<file path="config.mk">
export PLATFORM = sky130hd
export DESIGN_NAME = decoder38_pulse
export DESIGN_NICKNAME = d
export VERILOG_FILES = /design/src/rtl/decoder38_pulse.sv
export SDC_FILE = /design/constraint.sdc
export NUM_CORES = 1
export LEC_CHECK = 0
export BUFFER_PORTS_ARGS = -buffer_cell sky130_fd_sc_hd__buf_2
export CAP_MARGIN = 20
export CORE_ASPECT_RATIO = 1.75
export CORE_UTILIZATION = 35
export DETAILED_ROUTE_END_ITERATION = 12
export PLACE_DENSITY = 0.62
export SLEW_MARGIN = 20
export SYNTH_ARGS = -nofsm -noshare
export SYNTH_HDL_FRONTEND = slang
export SYNTH_SLANG_ARGS = --single-unit
</file>
<file path="constraint.sdc">
create_clock -name clk -period 1.94 [get_ports clk]
set_clock_uncertainty 0.1 [all_clocks]
set_input_delay 0.582 -clock clk [delete_from_list [all_inputs] [get_ports clk]]
set_output_delay 0.582 -clock clk [all_outputs]
set_load 0.05 [all_outputs]
</file>
<file path="src/rtl/decoder38_pulse.sv">
// Registered 3-to-8 one-hot decoder with valid/ready handshake.
// Each accepted valid code produces a stretched one-hot pulse followed by a forced idle gap.
//
// state   | meaning
// --------+------------------------------------------------------------
// ST_IDLE | ready for a beat; Y is zero
// ST_HOLD | one line of Y asserted; down-counter times the pulse width
// ST_GAP  | Y zero, not ready; down-counter times the idle gap
module decoder38_pulse #(
   parameter int HOLD_CYCLES = 4,
   parameter int GAP_CYCLES  = 1,
   parameter int CNT_W       = 8
) (
   input  logic             clk,
   input  logic             rst_n,
   input  logic             inValid,
   output logic             inReady,
   input  logic [0:2]       code,
   input  logic             V,
   output logic [0:7]       Y,
   output logic             active,
   output logic             done,
   output logic [CNT_W-1:0] errCount
);

   // A programmed hold of 0 is treated as a single-cycle hold.
   localparam int               HOLD_EFF  = (HOLD_CYCLES < 1) ? 1 : HOLD_CYCLES;
   localparam logic [CNT_W-1:0] HOLD_LOAD = CNT_W'(HOLD_EFF - 1);
   localparam logic [CNT_W-1:0] GAP_LOAD  = CNT_W'((GAP_CYCLES < 1) ? 0 : GAP_CYCLES - 1);
   localparam logic [CNT_W-1:0] ERR_MAX   = '1;

   typedef enum logic [1:0] {
      ST_IDLE = 2'd0,
      ST_HOLD = 2'd1,
      ST_GAP  = 2'd2
   } state_t;

   state_t           state_q, state_d;
   logic [CNT_W-1:0] cnt_q, cnt_d;
   logic [0:7]       y_q, y_d;
   logic             active_q, active_d;
   logic             done_q, done_d;
   logic [CNT_W-1:0] err_q, err_d;
   logic             accept;

   assign inReady = (state_q == ST_IDLE);
   assign accept  = inValid && inReady;

   always_comb begin
      state_d  = state_q;
      cnt_d    = cnt_q;
      y_d      = y_q;
      active_d = active_q;
      done_d   = 1'b0;
      err_d    = err_q;
      case (state_q)
         ST_IDLE: begin
            if (accept) begin
               if (V) begin
                  y_d       = '0;
                  y_d[code] = 1'b1;
                  active_d  = 1'b1;
                  cnt_d     = HOLD_LOAD;
                  state_d   = ST_HOLD;
               end else if (err_q != ERR_MAX) begin
                  err_d = err_q + 1'b1;
               end
            end
         end
         ST_HOLD: begin
            if (cnt_q == '0) begin
               y_d      = '0;
               active_d = 1'b0;
               done_d   = 1'b1;
               if (GAP_CYCLES < 1) begin
                  state_d = ST_IDLE;
                  cnt_d   = '0;
               end else begin
                  state_d = ST_GAP;
                  cnt_d   = GAP_LOAD;
               end
            end else begin
               cnt_d = cnt_q - 1'b1;
            end
         end
         ST_GAP: begin
            if (cnt_q == '0) begin
               state_d = ST_IDLE;
            end else begin
               cnt_d = cnt_q - 1'b1;
            end
         end
         default: begin
            state_d  = ST_IDLE;
            cnt_d    = '0;
            y_d      = '0;
            active_d = 1'b0;
         end
      endcase
   end

   always_ff @(posedge clk or negedge rst_n) begin
      if (!rst_n) begin
         state_q  <= ST_IDLE;
         cnt_q    <= '0;
         y_q      <= '0;
         active_q <= 1'b0;
         done_q   <= 1'b0;
         err_q    <= '0;
      end else begin
         state_q  <= state_d;
         cnt_q    <= cnt_d;
         y_q      <= y_d;
         active_q <= active_d;
         done_q   <= done_d;
         err_q    <= err_d;
      end
   end

   assign Y        = y_q;
   assign active   = active_q;
   assign done     = done_q;
   assign errCount = err_q;

endmodule

</file>
==> results.md <==
* Status: finished clean
* DR WL/cell at 16.4 µm
* CP arrival at 1220 ps
* Syn Inst Count at between 100 and 150
* Setup slack after placement at -95.7 ps
* TritonRoute pass-1 iters at 4
* Clk slew on worst S/H paths at 100 ps
* Worst EP required at 1260 ps
* Least-Margin Pin Slew at 659 ps
* Final Non-Filler Cells at 230
* Design area at 0.00183 mm²
* Synth Area in Compound Gates at 22.1%
* Placement Cell Area at 0.00173 mm²
* Post-Syn Area per Cell at roughly 10 µm²
* Worst Path Max Fanout at 10
* HP Class: in2async
* First-pass GRT wire length at 5920 µm
* Post-synth top cells: 28 x dfrtp_1, 10 x a21oi_1, 10 x inv_1, 10 x nand2_1, 10 x nor2_1
* PortBufs at 25
* Area of the core at 0.00415 mm²
* Worst-skew pair later-pin latency at between 200 and 300 ps
* RePlAce Congestion at 0.853
* Crit path capture type: output pin
* Sequential share of the synthesized area at between 40 and 50%
* Post-route ant nets at 0
* Routed met3 length at about 130 µm
* # rows at 31
* Vias in the first global route at between 1,000 and 1,500
* Share of layout cells above drive strength 1 at between 30% and 40%
* DR vias at 1,292
* Height of the die at just under 90 µm
* Fin crit share at 97.8%
* Leading area contributor after synthesis: dfrtp_1
* Total power at 0.00300 W
* Peak VDD IR at 0.000675 V
* Drt initial violations at 32
* WL met2 at 2090 µm
* WL met1 at 1380 µm
* Top FF cell, synth: dfrtp_1
* P_leak at 0.844 nW
* FMAX at 527 MHz
* Die area at approximately 0.0046 mm²
* RSZ-0062 raised after global routing: false
* Fin crit period at 1900 ps
* Cell with the most instances after synthesis: dfrtp_1
* Post-Synthesis Net Count at 159
* Number of max-cap violations at 0
* Top post-synthesis cells by area: dfrtp_1 46%, xor2_1 4.1%, a21oi_1 3.3%
* Main combinational cell family by area after synthesis: compound AO/OA/AOI/OAI gates
* All-Layer GR Usage at 17.3%
* Pwr Density at 1640 mW/mm²
* Initial Utilization at 36.4%
* Filler Cell Count at ~380
* CTS sink count at 28
* # IOs at 26
* Max-slew violations at 0
* Max_slew headroom at between 50 and 60%
* Mapped Area at 0.00151 mm²
* Antenna diodes at 0
* Synth Area in XOR/XNOR at 4.64%
* Top Layer Used: met4
* Via-to-Cell Ratio at 5.62
* Async S/R FF share, synth at 100%
* Number of synthesized flops with an enable pin at 0
* Inst Count DP at between 200 and 250
* # DRC at 0
* Pin count of the biggest net entering global routing at 29
* Flops & latches, synth at 28
* Post-Synth Simple-Gate Area at 18.3%
* H-tree depth at 1
* Area Growth Syn to Fin at 21.3%
* # setup viols final at 0
* Hold slack final at 212 ps
* CTS buffer count at 3
* Die width at 51.7 µm
* Post-synthesis mux area share at about 1.4%
* Post-synth top area share at roughly 46%
* Post-Route WL at about 3800 µm
* Synthesized-area fraction occupied by adder cells at 2.48%
* Type of the worst setup path: reg2out
* Gr ovfl total at 0
* Clock root buffer: clkbuf_8
* Placed wire-length estimate after detailed placement at 2800 µm
* CP startpoint kind: flop
* TritonCTS clock tree: done
* Max Buffers Root-to-Sink at 2
* Final WS setup at approximately 43 ps
* Nets at 192
* Library cells used by synthesis at 45
* Final hold vios at 0
* Synthesis warning total at 0
* CTS Hold Buffers Added at 0
* Initial antenna violation count at 0
[per-stage QoR]
step | utilization [%] | setup TNS (ps)
after CTS | 43.1 | 0
after detailed placement | 41.8 | -95.7
after global routing | 44.2 | 0
after floorplan | - | 0
after global placement | 41.8 | -27.0
final | 44.2 | 0
[placed cells by master (no fill, tap or decap), types with 6 or more instances in the layout]
cell type,netlist,routed
dfrtp_1,28,25
buf_2,3,24
nand2_1,10,10
a21oi_1,10,10
inv_1,10,9
nor2_1,10,9
buf_4,0,9
xor2_1,7,7
nand3_1,6,6
nor3_1,7,6
[cell type report]
| cell class | instances | area, µm² | area share (%) |
|---|---|---|---|
| Multi-Input combinational cell | 105 | 790 | 43.1 |
| Sequential cell | 28 | 704 | 38.4 |
| Timing Repair Buffer | 34 | 195 | 10.6 |
| Tap cell | 49 | 61.3 | 3.34 |
| Clock buffer | 4 | 45.0 | 2.46 |
| Inverter | 10 | 37.5 | 2.05 |
[path summary, 6_finish.rpt]
check / startpoint / end / slack [ps] / cells past startpoint
worst max-delay path: state_q[0] / inReady / 40 / 2
worst min-delay path: rst_n / cnt_q[3] / 210 / 1
worst max register to register: cnt_q[2] / cnt_q[7] / 110 / 4
worst min register to register: Y[4] / Y[4] / 400 / 1
max in group asynchronous: rst_n / state_q[0] / 1070 / 1
min in group clk: Y[4] / Y[4] / 400 / 1
[cell families (layout without fill, tap and decap cells)]
family,Yosys count,in the layout
and+or+nand+nor,49,49
AOI/OAI and AO/OA,43,43
adders and majority gates,3,3
muxes,2,2
buffers and inverters,16,48
DFF,28,28
xor gates and xnor gates,8,8
[state kept, by name (all words and copies together), names as in the netlist]
register / count
cnt_q: 8
done: 1
active: 1
errCount: 8
state_q: 2
Y: 8
[routing by layer]
metal / GRT usage [%] / vias up
li1: - / 604
met4: 11.5 / 0
met5: 0 / -
met3: 3.06 / 15
met2: 32.5 / 35
met1: 16.7 / 638
[report_power, final]
| group | switching (W) | leakage (nW) | internal (W) |
|---|---|---|---|
| logic | 0.00107 | 0.453 | 0.000611 |
| registers | 0.000229 | 0.368 | 0.000750 |
| clock network | 0.000193 | 0.0228 | 0.000148 |
| total | 0.00149 | 0.844 | 0.00151 |
[critical path: stages (launching register included)]
cell,delay (ps)
dfrtp_2,530
nor2_4,160
clkbuf_4,240
[repair_timing]
item / CTS / global route
gates resized for setup: 3 / 8
pin swaps: 0 / 2
setup buffers: 0 / 1
endpoints found under the setup margin: 3 / 13
(Power assumes the default switching activity.)
